**src/rtl/idu1_scoreboard_if.sv**
```systemverilog
// Bus bundle between decode, the IDU1 scoreboard issue stage and the EXU.
// The slave modport is the scoreboard's view; master is the surrounding pipeline.
interface idu1_scoreboard_if #(
   parameter int XLEN   = 32,
   parameter int NREGS  = 32,
   parameter int NUM_WB = 2,
   parameter int AW     = $clog2(NREGS)
);
   logic                     in_valid;
   logic                     in_ready;
   logic                     in_rs1_en;
   logic                     in_rs2_en;
   logic [AW-1:0]            in_rs1_addr;
   logic [AW-1:0]            in_rs2_addr;
   logic [XLEN-1:0]          in_rs1_data;
   logic [XLEN-1:0]          in_rs2_data;
   logic                     in_rd_en;
   logic [AW-1:0]            in_rd_addr;
   logic [1:0]               in_unit;
   logic [63:0]              in_payload;
   logic                     out_valid;
   logic                     out_ready;
   logic [XLEN-1:0]          out_rs1_data;
   logic [XLEN-1:0]          out_rs2_data;
   logic                     out_rd_en;
   logic [AW-1:0]            out_rd_addr;
   logic [1:0]               out_unit;
   logic [63:0]              out_payload;
   logic [NUM_WB-1:0]        wb_valid;
   logic [NUM_WB*AW-1:0]     wb_rd_addr;
   logic [NUM_WB*XLEN-1:0]   wb_data;
   logic                     div_busy;
   logic                     flush;
   logic [NREGS-1:0]         pending;

   modport slave (
      input  in_valid, in_rs1_en, in_rs2_en, in_rs1_addr, in_rs2_addr,
             in_rs1_data, in_rs2_data, in_rd_en, in_rd_addr, in_unit, in_payload,
             out_ready, wb_valid, wb_rd_addr, wb_data, div_busy, flush,
      output in_ready, out_valid, out_rs1_data, out_rs2_data, out_rd_en,
             out_rd_addr, out_unit, out_payload, pending
   );

   modport master (
      output in_valid, in_rs1_en, in_rs2_en, in_rs1_addr, in_rs2_addr,
             in_rs1_data, in_rs2_data, in_rd_en, in_rd_addr, in_unit, in_payload,
             out_ready, wb_valid, wb_rd_addr, wb_data, div_busy, flush,
      input  in_ready, out_valid, out_rs1_data, out_rs2_data, out_rd_en,
             out_rd_addr, out_unit, out_payload, pending
   );
endinterface

```
**src/rtl/idu1_scoreboard.sv**
```systemverilog
// IDU1 issue stage with a per-register pending-write scoreboard.
// Stalls only on true RAW/WAW hazards or a busy divider; write-back results
// are forwarded into source operands in the same cycle they retire.
module idu1_scoreboard #(
   parameter int XLEN   = 32,
   parameter int NREGS  = 32,
   parameter int NUM_WB = 2,
   parameter int AW     = $clog2(NREGS)
) (
   input logic                clk,
   input logic                rst,
   idu1_scoreboard_if.slave   bus
);
   localparam logic [1:0] UNIT_DIV = 2'd2;

   // True when any write-back port retires register r this cycle (x0 never hits).
   function automatic logic wb_hit(input logic [AW-1:0] r,
                                   input logic [NUM_WB-1:0] v,
                                   input logic [NUM_WB*AW-1:0] a);
      logic hit;
      hit = 1'b0;
      for (int i = 0; i < NUM_WB; i++) begin
         if (v[i] && (a[i*AW +: AW] == r) && (r != {AW{1'b0}})) begin
            hit = 1'b1;
         end else begin
            hit = hit;
         end
      end
      return hit;
   endfunction

   // Operand value: highest-index hitting port wins, x0 reads as zero.
   function automatic logic [XLEN-1:0] wb_fwd(input logic [AW-1:0] r,
                                              input logic [XLEN-1:0] rf_data,
                                              input logic [NUM_WB-1:0] v,
                                              input logic [NUM_WB*AW-1:0] a,
                                              input logic [NUM_WB*XLEN-1:0] d);
      logic [XLEN-1:0] val;
      val = rf_data;
      for (int i = 0; i < NUM_WB; i++) begin
         if (v[i] && (a[i*AW +: AW] == r)) begin
            val = d[i*XLEN +: XLEN];
         end else begin
            val = val;
         end
      end
      if (r == {AW{1'b0}}) begin
         val = {XLEN{1'b0}};
      end else begin
         val = val;
      end
      return val;
   endfunction

   logic [NREGS-1:0] pending_q, pending_d;
   logic [NREGS-1:0] wb_clr_s, rd_set_s;
   logic             rs1_hit_s, rs2_hit_s, rd_hit_s;
   logic [XLEN-1:0]  rs1_fwd_s, rs2_fwd_s;
   logic             rs1_ok_s, rs2_ok_s, waw_ok_s, struct_ok_s, slot_free_s;
   logic             in_ready_s, issue_s;

   logic             out_valid_q, out_valid_d;
   logic [XLEN-1:0]  out_rs1_q, out_rs1_d, out_rs2_q, out_rs2_d;
   logic             out_rd_en_q, out_rd_en_d;
   logic [AW-1:0]    out_rd_addr_q, out_rd_addr_d;
   logic [1:0]       out_unit_q, out_unit_d;
   logic [63:0]      out_payload_q, out_payload_d;

   // Forwarding lookups for both sources and the destination.
   always_comb begin
      rs1_hit_s = wb_hit(bus.in_rs1_addr, bus.wb_valid, bus.wb_rd_addr);
      rs2_hit_s = wb_hit(bus.in_rs2_addr, bus.wb_valid, bus.wb_rd_addr);
      rd_hit_s  = wb_hit(bus.in_rd_addr,  bus.wb_valid, bus.wb_rd_addr);
      rs1_fwd_s = wb_fwd(bus.in_rs1_addr, bus.in_rs1_data, bus.wb_valid, bus.wb_rd_addr, bus.wb_data);
      rs2_fwd_s = wb_fwd(bus.in_rs2_addr, bus.in_rs2_data, bus.wb_valid, bus.wb_rd_addr, bus.wb_data);
   end

   assign rs1_ok_s    = ~bus.in_rs1_en | (bus.in_rs1_addr == {AW{1'b0}}) |
                        ~pending_q[bus.in_rs1_addr] | rs1_hit_s;
   assign rs2_ok_s    = ~bus.in_rs2_en | (bus.in_rs2_addr == {AW{1'b0}}) |
                        ~pending_q[bus.in_rs2_addr] | rs2_hit_s;
   assign waw_ok_s    = ~bus.in_rd_en | (bus.in_rd_addr == {AW{1'b0}}) |
                        ~pending_q[bus.in_rd_addr] | rd_hit_s;
   assign struct_ok_s = ~((bus.in_unit == UNIT_DIV) & bus.div_busy);
   assign slot_free_s = ~out_valid_q | bus.out_ready;
   assign in_ready_s  = slot_free_s & rs1_ok_s & rs2_ok_s & waw_ok_s & struct_ok_s & ~bus.flush;
   assign issue_s     = bus.in_valid & in_ready_s;

   // Scoreboard next state: clear on write-back, then set on issue (set wins).
   always_comb begin
      wb_clr_s = {NREGS{1'b0}};
      rd_set_s = {NREGS{1'b0}};
      for (int i = 0; i < NUM_WB; i++) begin
         if (bus.wb_valid[i]) begin
            wb_clr_s[bus.wb_rd_addr[i*AW +: AW]] = 1'b1;
         end else begin
            wb_clr_s = wb_clr_s;
         end
      end
      if (issue_s && bus.in_rd_en) begin
         rd_set_s[bus.in_rd_addr] = 1'b1;
      end else begin
         rd_set_s = rd_set_s;
      end
      if (bus.flush) begin
         pending_d = {NREGS{1'b0}};
      end else begin
         pending_d = ((pending_q & ~wb_clr_s) | rd_set_s) & {{(NREGS-1){1'b1}}, 1'b0};
      end
   end

   // Issue register next state: kill on flush, load on issue, drain on accept.
   always_comb begin
      out_valid_d   = out_valid_q;
      out_rs1_d     = out_rs1_q;
      out_rs2_d     = out_rs2_q;
      out_rd_en_d   = out_rd_en_q;
      out_rd_addr_d = out_rd_addr_q;
      out_unit_d    = out_unit_q;
      out_payload_d = out_payload_q;
      if (bus.flush) begin
         out_valid_d = 1'b0;
      end else if (issue_s) begin
         out_valid_d   = 1'b1;
         out_rs1_d     = rs1_fwd_s;
         out_rs2_d     = rs2_fwd_s;
         out_rd_en_d   = bus.in_rd_en;
         out_rd_addr_d = bus.in_rd_addr;
         out_unit_d    = bus.in_unit;
         out_payload_d = bus.in_payload;
      end else if (bus.out_ready) begin
         out_valid_d = 1'b0;
      end else begin
         out_valid_d = out_valid_q;
      end
   end

   // State registers with synchronous reset.
   always_ff @(posedge clk) begin
      if (rst) begin
         pending_q     <= {NREGS{1'b0}};
         out_valid_q   <= 1'b0;
         out_rs1_q     <= {XLEN{1'b0}};
         out_rs2_q     <= {XLEN{1'b0}};
         out_rd_en_q   <= 1'b0;
         out_rd_addr_q <= {AW{1'b0}};
         out_unit_q    <= 2'd0;
         out_payload_q <= 64'd0;
      end else begin
         pending_q     <= pending_d;
         out_valid_q   <= out_valid_d;
         out_rs1_q     <= out_rs1_d;
         out_rs2_q     <= out_rs2_d;
         out_rd_en_q   <= out_rd_en_d;
         out_rd_addr_q <= out_rd_addr_d;
         out_unit_q    <= out_unit_d;
         out_payload_q <= out_payload_d;
      end
   end

   assign bus.in_ready     = in_ready_s;
   assign bus.out_valid    = out_valid_q;
   assign bus.out_rs1_data = out_rs1_q;
   assign bus.out_rs2_data = out_rs2_q;
   assign bus.out_rd_en    = out_rd_en_q;
   assign bus.out_rd_addr  = out_rd_addr_q;
   assign bus.out_unit     = out_unit_q;
   assign bus.out_payload  = out_payload_q;
   assign bus.pending      = pending_q;
endmodule

```
**src/flat_wrapper.sv**
```systemverilog
// flat-port wrapper written by rule: the top's interface ports become plain ports
module idu1_scoreboard_flat 
#(
   parameter int XLEN   = 32,
   parameter int NREGS  = 32,
   parameter int NUM_WB = 2,
   parameter int AW     = $clog2(NREGS)
)
  (clk, rst, bus_in_valid, bus_in_rs1_en, bus_in_rs2_en, bus_in_rs1_addr, bus_in_rs2_addr, bus_in_rs1_data, bus_in_rs2_data, bus_in_rd_en, bus_in_rd_addr, bus_in_unit, bus_in_payload, bus_out_ready, bus_wb_valid, bus_wb_rd_addr, bus_wb_data, bus_div_busy, bus_flush, bus_in_ready, bus_out_valid, bus_out_rs1_data, bus_out_rs2_data, bus_out_rd_en, bus_out_rd_addr, bus_out_unit, bus_out_payload, bus_pending);
  idu1_scoreboard_if #(.XLEN(XLEN), .NREGS(NREGS), .NUM_WB(NUM_WB), .AW(AW)) bus_i ();
  input logic clk;
  input logic rst;
  input wire logic [$bits(bus_i.in_valid)-1:0] bus_in_valid;
  input wire logic [$bits(bus_i.in_rs1_en)-1:0] bus_in_rs1_en;
  input wire logic [$bits(bus_i.in_rs2_en)-1:0] bus_in_rs2_en;
  input wire logic [$bits(bus_i.in_rs1_addr)-1:0] bus_in_rs1_addr;
  input wire logic [$bits(bus_i.in_rs2_addr)-1:0] bus_in_rs2_addr;
  input wire logic [$bits(bus_i.in_rs1_data)-1:0] bus_in_rs1_data;
  input wire logic [$bits(bus_i.in_rs2_data)-1:0] bus_in_rs2_data;
  input wire logic [$bits(bus_i.in_rd_en)-1:0] bus_in_rd_en;
  input wire logic [$bits(bus_i.in_rd_addr)-1:0] bus_in_rd_addr;
  input wire logic [$bits(bus_i.in_unit)-1:0] bus_in_unit;
  input wire logic [$bits(bus_i.in_payload)-1:0] bus_in_payload;
  input wire logic [$bits(bus_i.out_ready)-1:0] bus_out_ready;
  input wire logic [$bits(bus_i.wb_valid)-1:0] bus_wb_valid;
  input wire logic [$bits(bus_i.wb_rd_addr)-1:0] bus_wb_rd_addr;
  input wire logic [$bits(bus_i.wb_data)-1:0] bus_wb_data;
  input wire logic [$bits(bus_i.div_busy)-1:0] bus_div_busy;
  input wire logic [$bits(bus_i.flush)-1:0] bus_flush;
  output wire logic [$bits(bus_i.in_ready)-1:0] bus_in_ready;
  output wire logic [$bits(bus_i.out_valid)-1:0] bus_out_valid;
  output wire logic [$bits(bus_i.out_rs1_data)-1:0] bus_out_rs1_data;
  output wire logic [$bits(bus_i.out_rs2_data)-1:0] bus_out_rs2_data;
  output wire logic [$bits(bus_i.out_rd_en)-1:0] bus_out_rd_en;
  output wire logic [$bits(bus_i.out_rd_addr)-1:0] bus_out_rd_addr;
  output wire logic [$bits(bus_i.out_unit)-1:0] bus_out_unit;
  output wire logic [$bits(bus_i.out_payload)-1:0] bus_out_payload;
  output wire logic [$bits(bus_i.pending)-1:0] bus_pending;
  assign bus_i.in_valid = bus_in_valid;
  assign bus_i.in_rs1_en = bus_in_rs1_en;
  assign bus_i.in_rs2_en = bus_in_rs2_en;
  assign bus_i.in_rs1_addr = bus_in_rs1_addr;
  assign bus_i.in_rs2_addr = bus_in_rs2_addr;
  assign bus_i.in_rs1_data = bus_in_rs1_data;
  assign bus_i.in_rs2_data = bus_in_rs2_data;
  assign bus_i.in_rd_en = bus_in_rd_en;
  assign bus_i.in_rd_addr = bus_in_rd_addr;
  assign bus_i.in_unit = bus_in_unit;
  assign bus_i.in_payload = bus_in_payload;
  assign bus_i.out_ready = bus_out_ready;
  assign bus_i.wb_valid = bus_wb_valid;
  assign bus_i.wb_rd_addr = bus_wb_rd_addr;
  assign bus_i.wb_data = bus_wb_data;
  assign bus_i.div_busy = bus_div_busy;
  assign bus_i.flush = bus_flush;
  assign bus_in_ready = bus_i.in_ready;
  assign bus_out_valid = bus_i.out_valid;
  assign bus_out_rs1_data = bus_i.out_rs1_data;
  assign bus_out_rs2_data = bus_i.out_rs2_data;
  assign bus_out_rd_en = bus_i.out_rd_en;
  assign bus_out_rd_addr = bus_i.out_rd_addr;
  assign bus_out_unit = bus_i.out_unit;
  assign bus_out_payload = bus_i.out_payload;
  assign bus_pending = bus_i.pending;
  idu1_scoreboard #(.XLEN(XLEN), .NREGS(NREGS), .NUM_WB(NUM_WB), .AW(AW)) u_core (.clk(clk), .rst(rst), .bus(bus_i));
endmodule
```
**config.mk**
```make
export PLATFORM = sky130hd
export DESIGN_NAME = idu1_scoreboard_flat
export DESIGN_NICKNAME = d
export VERILOG_FILES = /design/src/rtl/idu1_scoreboard_if.sv /design/src/rtl/idu1_scoreboard.sv /design/src/flat_wrapper.sv
export SDC_FILE = /design/constraint.sdc
export NUM_CORES = 1
export LEC_CHECK = 0
export BUFFER_PORTS_ARGS = -buffer_cell sky130_fd_sc_hd__buf_2
export CORE_UTILIZATION = 25
export CTS_CLUSTER_DIAMETER = 60
export DETAILED_ROUTE_END_ITERATION = 12
export GPL_TIMING_DRIVEN = 0
export PLACE_DENSITY_LB_ADDON = 0.2
export SYNTH_ARGS = -nofsm -noshare
export SYNTH_HDL_FRONTEND = slang
export SYNTH_SLANG_ARGS = --single-unit
```
**constraint.sdc**
```tcl
create_clock -name clk -period 3.3 [get_ports clk]
set_clock_uncertainty 0.2 [all_clocks]
set_input_delay 0.165 -clock clk [delete_from_list [all_inputs] [get_ports clk]]
set_output_delay 0.165 -clock clk [all_outputs]
set_load 0.03 [all_outputs]
```
== Word-level counts from Yosys, hierarchy flattened ==
Cells that the tools add are included.

* Equality and inequality tests: 7
* Multiplexer cells: 29
* Reduce and logical (&&, ||, !) cells: 25
* Order comparisons: 8
* Bitwise gates (word level): 30

{| class="wikitable"
|+ Operators by type and width
! kind !! count
|-
| $mux 32 || 9
|-
| $or 32x32->32 || 2
|-
| $and 32x32->32 || 1
|-
| $not 32->32 || 1
|-
| $eq 5x5->1 || 6
|-
| $lt 5x6->1 const B || 5
|-
| $logic_and 1x1->1 || 16
|-
| $bmux 1 s5 || 3
|-
| $demux 1 s5 || 3
|-
| $ge 5x1->1 const B || 3
|-
| $logic_not 5->1 || 3
|-
| $reduce_bool 5->1 || 3
|-
| $mux 1 || 14
|-
| $or 1x1->1 || 10
|-
| $not 1->1 || 9
|-
| $and 1x1->1 || 7
|-
| $eq 2x2->1 const B || 1
|-
| $reduce_and 2->1 || 1
|-
| $reduce_bool 2->1 || 1
|-
| $reduce_or 2->1 || 1
|}

* Input bits: 230
* Logic and storage cells: 108
* Bits in registers: 169
* Output and inout port bits: 170

== Logic depth before layout (Yosys ltp) ==
Gate-level depths: netlist of the first run.

* Depth in word-level cells: 15
* Depth in mapped cells: 12
* Depth with buffers taken out: 7

== Worst setup path after synthesis of the first run ==
No wires, ideal clock.

* Path type: register to output
* Start point: register u_core.pending_q[15] (netlist: u_core.bus.pending[15])
* End point: output bus_in_ready
* Setup slack: 0.636 ns
* Stages on the path, launching flop included: 9
* Arrival: 2.299 ns
* Path buffers: 3
* Cell sequence: dfxtp_1 -> mux4_2 -> mux2_2 -> a211oi_1 -> o32a_2 -> buf_6 -> buf_4 -> buf_4 -> and3_1

* Longest elaborated chain between the ends: 10

{| class="wikitable"
|+ Ends and longest elaborated chain
! item !! line !! source
|-
| start: declaration || idu1_scoreboard.sv:55 || <nowiki>logic [NREGS-1:0] pending_q, pending_d;</nowiki>
|-
| start signal: assignment || idu1_scoreboard.sv:141 || <nowiki>pending_q <= {NREGS{1'b0}};</nowiki>
|-
| start signal: assignment || idu1_scoreboard.sv:150 || <nowiki>pending_q <= pending_d;</nowiki>
|-
| $bmux 1 s5 || idu1_scoreboard.sv:79 || <nowiki>~pending_q[bus.in_rs1_addr] | rs1_hit_s;</nowiki>
|-
| $mux 1 (not written as such) || idu1_scoreboard.sv:79 ||
|-
| $not 1->1 || idu1_scoreboard.sv:79 ||
|-
| $or 1x1->1 || idu1_scoreboard.sv:78 || <nowiki>assign rs1_ok_s = ~bus.in_rs1_en | (bus.in_rs1_addr == {AW{1'b0}}) |</nowiki>
|-
| $or 1x1->1 || idu1_scoreboard.sv:79 ||
|-
| $and 1x1->1 (2 in series) || idu1_scoreboard.sv:86 || <nowiki>assign in_ready_s = slot_free_s & rs1_ok_s & rs2_ok_s & waw_ok_s & struct_ok_s & ~bus.flush;</nowiki>
|-
| $and 1x1->1 * (3 in series) || idu1_scoreboard.sv:86 ||
|-
| end: declaration || flat_wrapper.sv:30 || <nowiki>output wire logic [$bits(bus_i.in_ready)-1:0] bus_in_ready;</nowiki>
|}

Every way passes the cells marked *; elsewhere a longest branch is shown, timed or not. The select of a mux whose other input is x is not followed.

== Final worst setup path of the first run ==
* Start point: register u_core.pending_q[10] (netlist: u_core.bus.pending[10])
* End point: output bus_in_ready

Same word-level chain as after synthesis.

==> flow_summary_export.csv, run 1 <==
group,metric,value,unit
global_routing,globalRoute.totalOverflow,0,
power,cellLeakagePower,6.61,nW
clocking,cts_bufs_inserted,17,
logic_synthesis,synth_area,9990,um^2
critical_path,top_fanout_value_on_the_critical_path,19,
die,core_area,39000,um^2
final_layout,area_of_all_sequential_standard_cells,3360,um^2
clocking,clk_sinks,168,
timing,final_hold_viols,0,
logic_synthesis,netlist_instances,1115,
power,pwr-share-seq,38.4,%
timing,grt_setup_unrepaired,"no",
global_routing,tot_gr_track_use,21.0,%
global_routing,antenna_found_initial,1,
power,comb_power_share,23.9,%
power,clock_power_share,37.7,%
critical_path,r2r_start,"u_core.bus.pending[1]$_SDFF_PP0_",
die,die_width,202,um
die,start_util,25.6,%
critical_path,classification_of_the_worst_setup_path,"flop to primary output",
critical_path,crit_arrival,2840,ps
place,io_buffers,386,
clocking,worstSkewPairLatency,450,ps
timing,tightest_slew,1250,ps
logic_synthesis,post_synthesis_cell_type_count,50,
critical_path,rr_endpoint,"u_core.bus.out_rs2_data[1]$_SDFFE_PP0P_",
die,row_count,72,
drt,first_iter_violations,717,
global_routing,via_count_of_the_first_global_routing_pass,11200,
critical_path,crit_path_start,"u_core.bus.pending[10]$_SDFF_PP0_",
final_layout,final_nets,1932,
final_layout,num-fill-cells,4029,
logic_synthesis,synth-seq-cells,168,
drt,route.final.wire_length,44100,um
timing,setup_total_negative_slack,0,ps
timing,slew_headroom,16.7,%
drt,first_pass_iters,5,
drt,via_count,11000,
critical_path,worstSetupEndpointType,"primary output",
logic_synthesis,synth_sequential_area_ratio,33.7,%
power,ir_drop,0.316,mV
run_status,outcome,"finished, final reports clean",
logic_synthesis,syn_area_per_cell,8.96,um^2
logic_synthesis,proportion_of_synthesized_flip_flops_having_asynchronous_set_or_reset,0,%
timing,maxClockFrequency,312,MHz
critical_path,setup.worst_path.start_class,"flop",
die,chipHeight,202,um
power,swShare,31.2,%
final_layout,non_filler_cells_final,2233,
die,dieArea,40800,um^2
place,dpl.hpwl,33200,um
power,total_power,5.59,mW
logic_synthesis,synth-edff-count,0,
clocking,cts_tree,"done",
place,numPlacedInstances,2019,
drt,avgRoutedWirePerCell,19.7,um
power,intPower,3.85,mW
place,globalplace.congestion,0.901,
final_layout,drive_gt1_share,32.8,%
drt,ant_nets,0,
global_routing,grt_first_pass_wirelength,66200,um
clocking,clk_root_buffer_cell,"clkbuf_16",
worst_hold_path,hold_path.startpoint,"bus_in_rs2_data[22]",
timing,final_min_period_over_clock_period,97.1,%
final_layout,area_growth,50.5,%
logic_synthesis,ys_warn_count,0,
timing,final_max_slew_viol_count,0,
global_routing,grt_max_degree,20,
clocking,cts_htree_levels,4,
critical_path,data_required_time_at_the_worst_endpoint,2930,ps
power,pwr_density_cell,372,nW/um^2
place,detailed_place.area,12600,um^2
final_layout,multi_input_comb_area,6080,um^2
clocking,clk_pin_slew_worst_paths,70,ps
critical_path,reg_to_reg_slack_setup,300,ps
worst_hold_path,hold_path_class,"input pin to flop",
timing,setup_viol_count_final,0,
logic_synthesis,syn-num-nets,1345,
power,net-switching-power,1.75,mW
critical_path,worst_setup_path_endpoint,"bus_in_ready",
final_layout,fin_area,15000,um^2
logic_synthesis,synthFlopType,"dfxtp_1",
critical_path,worst_r2r_path_depth,9,
drt,route.detailed.drc,0,
run,drv_cap,0,
timing,finalCriticalPeriod,3200,ps
die,io_pins,400,
drt,avgViaCountPerCell,4.95,
clocking,clk_path_buf_depth,2,
-- flip-flops by register name (all words and copies together) (netlist names) --
| register | cells |
|---|---|
| u_core.bus.out_rs1_data | 32 |
| u_core.bus.out_rd_en | 1 |
| u_core.bus.out_rd_addr | 5 |
| u_core.bus.out_unit | 2 |
| u_core.bus.out_payload | 64 |
| u_core.bus.pending | 31 |
| u_core.bus.out_rs2_data | 32 |
| u_core.bus.out_valid | 1 |
-- worst min-delay path by stage --
stage | end | slack (ps) | cells after the start
after floorplan | u_core.bus.out_payload[0]$_SDFFE_PP0P_ | 110 | 2
after global placement | u_core.bus.out_payload[47]$_SDFFE_PP0P_ | 220 | 3
after detailed placement | u_core.bus.out_payload[8]$_SDFFE_PP0P_ | 220 | 3
after CTS | u_core.bus.out_rs2_data[22]$_SDFFE_PP0P_ | 3 | 5
after global routing | u_core.bus.out_rs2_data[22]$_SDFFE_PP0P_ | 10 | 5
final | u_core.bus.out_rs2_data[22]$_SDFFE_PP0P_ | 20 | 5
-- what timing repair did --
item | 4_1_cts | 5_1_grt
cloned | 0 | 0
endpoints found under the hold margin | 146 | 0
hold buffers | 183 | 0
buffers inserted | 1 | 0
pin swaps | 1 | 1
gates resized for setup | 3 | 4
setup endpoints to repair | 1 | 17
-- critical path, cell delays in order (launching register included) --
cell and delay (ps):
dfxtp_1 390, mux4_2 480, mux2_2 300, a211oi_2 270
o32a_4 270, buf_12 160, buf_6 150, and3_1 170
buf_4 170
-- cell usage after synthesis (all sizes together), types with 7 or more instances --
cell type,count,area share (%)
nor3b,10,0.75
nand2,80,3.0
clkbuf,66,2.5
mux4,13,2.9
dfxtp,168,34
nand3,117,5.9
o211ai,64,4.8
o31ai,31,2.3
nor3,7,0.35
nand2b,66,4.1
nor2,15,0.56
buf,56,3.2
mux2i,144,14
a22oi,31,2.3
xnor2,8,0.70
xor2,22,1.9
a21oi,75,3.8
a21bo,72,7.2
mux2,8,0.90
-- layer usage --
metal / vias up / routed length (um) / track usage (%)
met4: 0 / 1120 / 7.39
met2: 426 / 21500 / 35.5
li1: 5259 / - / -
met1: 5291 / 18800 / 25.9
met3: 69 / 2730 / 4.97
met5: - / 0 / 0
-- layout by cell type, fill, tap and decap left out, types with 4 or more instances in the layout --
cell,instances
nand2b_1,66
buf_4,16
a21bo_2,67
dlygate4sd3_1,183
nand4_1,6
a22oi_1,31
xnor2_1,8
nand2_1,79
xor2_1,22
nor2b_1,5
nor4_1,5
o31ai_1,31
buf_1,7
and3b_1,6
a21bo_1,5
and3_1,6
nand3b_1,6
a21oi_1,75
clkbuf_16,17
mux2i_1,143
nand3_1,117
nor2_1,15
buf_2,417
nor3b_1,10
mux4_2,13
dfxtp_1,168
inv_6,4
nor3_1,6
clkbuf_1,65
mux2_2,8
o211ai_1,64
-- cells by family (layout without fill, tap and decap cells) --
group	after synthesis	count (layout)	synth area share, %
XOR/XNOR	30	30	2.63
buffers and inverters	123	722	5.70
AO/OA/AOI/OAI	293	293	22.1
AND/OR/NAND/NOR	335	335	17.7
other	1	2	0.0375
flip-flops	168	168	33.7
multiplexers	165	165	18.3
-- stage by stage --
step                      hold WS (ps)  util [%]  setup WS, ps
after floorplan                    112         -           636
after global placement             219      32.2          -573
after detailed placement           224      32.2          -140
after CTS                         3.43      38.5          3.28
after global routing              12.9      38.5          1.85
final                             15.6      38.5          96.8
-- cell type report --
class | instances | area share, %
repair buffers | 570 | 25.1
clock inverters | 12 | 0.940
well taps | 518 | 4.31
inverters | 1 | 0.0250
multi-input cells | 824 | 40.5
flip-flops and latches | 168 | 22.4
diodes | 1 | 0.0166
plain buffers | 120 | 3.77
clock buffers | 19 | 3.01
-- power groups by stage --
stage / logic, mW / clock network, mW / registers [mW]
final: 1.34 / 2.11 / 2.15
after CTS: 1.33 / 2.14 / 2.15
after floorplan: 0.543 / 0 / 2.34
after global placement: 1.14 / 0 / 2.19
after global routing: 1.43 / 2.24 / 2.16
after detailed placement: 1.15 / 0 / 2.19
Power figures use the tool's default switching activity.
==> run 2, diff against run 1 <==
--- a/config.mk
+++ b/config.mk
@@ -6,11 +6,15 @@
 export NUM_CORES = 1
 export LEC_CHECK = 0
 export BUFFER_PORTS_ARGS = -buffer_cell sky130_fd_sc_hd__buf_2
+export CELL_PAD_IN_SITES_DETAIL_PLACEMENT = 1
+export CELL_PAD_IN_SITES_GLOBAL_PLACEMENT = 2
 export CORE_UTILIZATION = 25
 export CTS_CLUSTER_DIAMETER = 60
 export DETAILED_ROUTE_END_ITERATION = 12
 export GPL_TIMING_DRIVEN = 0
 export PLACE_DENSITY_LB_ADDON = 0.2
+export RECOVER_POWER = 50
+export SETUP_SLACK_MARGIN = 0.2
 export SYNTH_ARGS = -nofsm -noshare
 export SYNTH_HDL_FRONTEND = slang
 export SYNTH_SLANG_ARGS = --single-unit
==> flow_summary_export.csv, run 2 (synthesized netlist as in run 1, its figures left out) <==
group,metric,value,unit
power,ir_drop,0.352,mV
timing,setup_viol_count_final,0,
timing,holdWs,-2.44,ps
clocking,clk_sinks,168,
place,detailed_place.area,12600,um^2
timing,finalCriticalPeriod,3120,ps
die,row_count,72,
timing,maxClockFrequency,321,MHz
place,dpl.hpwl,35800,um
drt,avgViaCountPerCell,4.95,
die,die_width,202,um
drt,first_pass_iters,5,
final_layout,layout.cells.most_common,"buf_2",
critical_path,classification_of_the_worst_setup_path,"flop to primary output",
worst_hold_path,hold_path_class,"input pin to flop",
clocking,worstSkewPairLatency,450,ps
run,drv_cap,0,
drt,ant_nets,0,
die,io_pins,400,
final_layout,final_nets,1928,
final_layout,largest_reg_flops,64,
final_layout,layout_common_cells,"buf_2 (246), clkbuf_1 (234), dlygate4sd3_1 (170)",
critical_path,setup.worst_path.start_class,"flop",
timing,layout_setup_ws,184,ps
drt,via_count,11000,
timing,final_hold_viols,1,
drt,avgRoutedWirePerCell,21.5,um
place,dp_worst_slack,-580,ps
timing,slew_headroom,21.4,%
critical_path,worstSetupEndpointType,"primary output",
critical_path,data_required_time_at_the_worst_endpoint,2930,ps
final_layout,non_filler_cells_final,2230,
global_routing,grt_max_degree,17,
clocking,clk_pin_slew_worst_paths,60,ps
run_status,failing_checks,"negative hold slack",
global_routing,antenna_found_initial,2,
die,dieArea,40800,um^2
final_layout,drive_gt1_share,24.9,%
timing,final_max_slew_viol_count,0,
clocking,cts_bufs_inserted,17,
power,pwr_density_cell,363,nW/um^2
die,core_area,39000,um^2
drt,route.final.wire_length,48000,um
timing,final_min_period_over_clock_period,94.4,%
clocking,clk_root_buffer_cell,"clkbuf_16",
drt,route.detailed.drc,0,
place,globalplace.congestion,0.844,
clocking,cts_htree_levels,4,
global_routing,globalRoute.totalOverflow,0,
power,total_power,5.37,mW
drt,first_iter_violations,476,
run_status,outcome,"finished with violations",
critical_path,crit_arrival,2750,ps
final_layout,fin_area,14800,um^2
critical_path,top_fanout_value_on_the_critical_path,6,
final_layout,area_growth,48.0,%
clocking,cts_tree,"done",
die,start_util,25.6,%
place,numPlacedInstances,2019,
timing,grt_setup_unrepaired,"yes",
place,io_buffers,386,
global_routing,grt_first_pass_wirelength,72500,um
timing,setup_total_negative_slack,0,ps
final_layout,core_utilization_of_the_finished_layout,37.9,%
global_routing,tot_gr_track_use,23.4,%
power,cellLeakagePower,5.89,nW
global_routing,via_count_of_the_first_global_routing_pass,11900,
die,chipHeight,202,um
clocking,clk_path_buf_depth,2,
timing,tightest_slew,1180,ps
-- run 2: metal layers --
metal | track usage [%] | vias up | part of all wire [%]
met1 | 28.4 | 5334 | 42
met5 | 0 | - | 0
li1 | - | 5255 | -
met2 | 39.7 | 367 | 48
met3 | 5.34 | 82 | 5.9
met4 | 9.28 | 0 | 3.5
-- run 2: worst paths after layout --
kind,depth (start not counted),end,slack [ps],startpoint
max,9,bus_in_ready,180,u_core.bus.pending[22]$_SDFF_PP0_
min,5,u_core.bus.out_rs2_data[31]$_SDFFE_PP0P_,-2,bus_in_rs2_data[31]
max reg2reg,11,u_core.bus.out_rs2_data[9]$_SDFFE_PP0P_,320,u_core.bus.pending[13]$_SDFF_PP0_
min reg2reg,2,u_core.bus.out_rs2_data[29]$_SDFFE_PP0P_,280,u_core.bus.out_rs2_data[29]$_SDFFE_PP0P_
-- run 2: area by class of cell --
cell class | count | area (um^2)
fill | 4747 | 24200
multi-input combinational | 824 | 6110
timing repair buffer | 564 | 3490
sequential | 168 | 3400
tap | 518 | 648
buffer | 122 | 623
clock buffer | 21 | 440
clock inverter | 9 | 70.1
antenna | 3 | 7.51
inverter | 1 | 3.75
-- run 2: worst max-delay path: stages, from the launching register on --
cell     delay (ps)
dfxtp_1         570
mux4_2          320
nor2_1           50
o221a_2         270
o32a_4          430
buf_12          150
buf_12          120
buf_12          110
and3_4          140
buf_6           130
-- run 2: what timing repair did --
action                     in CTS  in global routing
setup endpoints to repair      48                 80
setup buffers                   7                  1
hold endpoints to repair      149                  0
hold buffers                  170                  0
gates resized for setup        39                 18
pin swaps                       2                  2
-- run 2: power by group --
| group | switching (mW) | internal [mW] | total [mW] |
|---|---|---|---|
| logic | 0.780 | 0.557 | 1.34 |
| clock network | 0.923 | 0.961 | 1.88 |
| registers | 0.0423 | 2.10 | 2.15 |
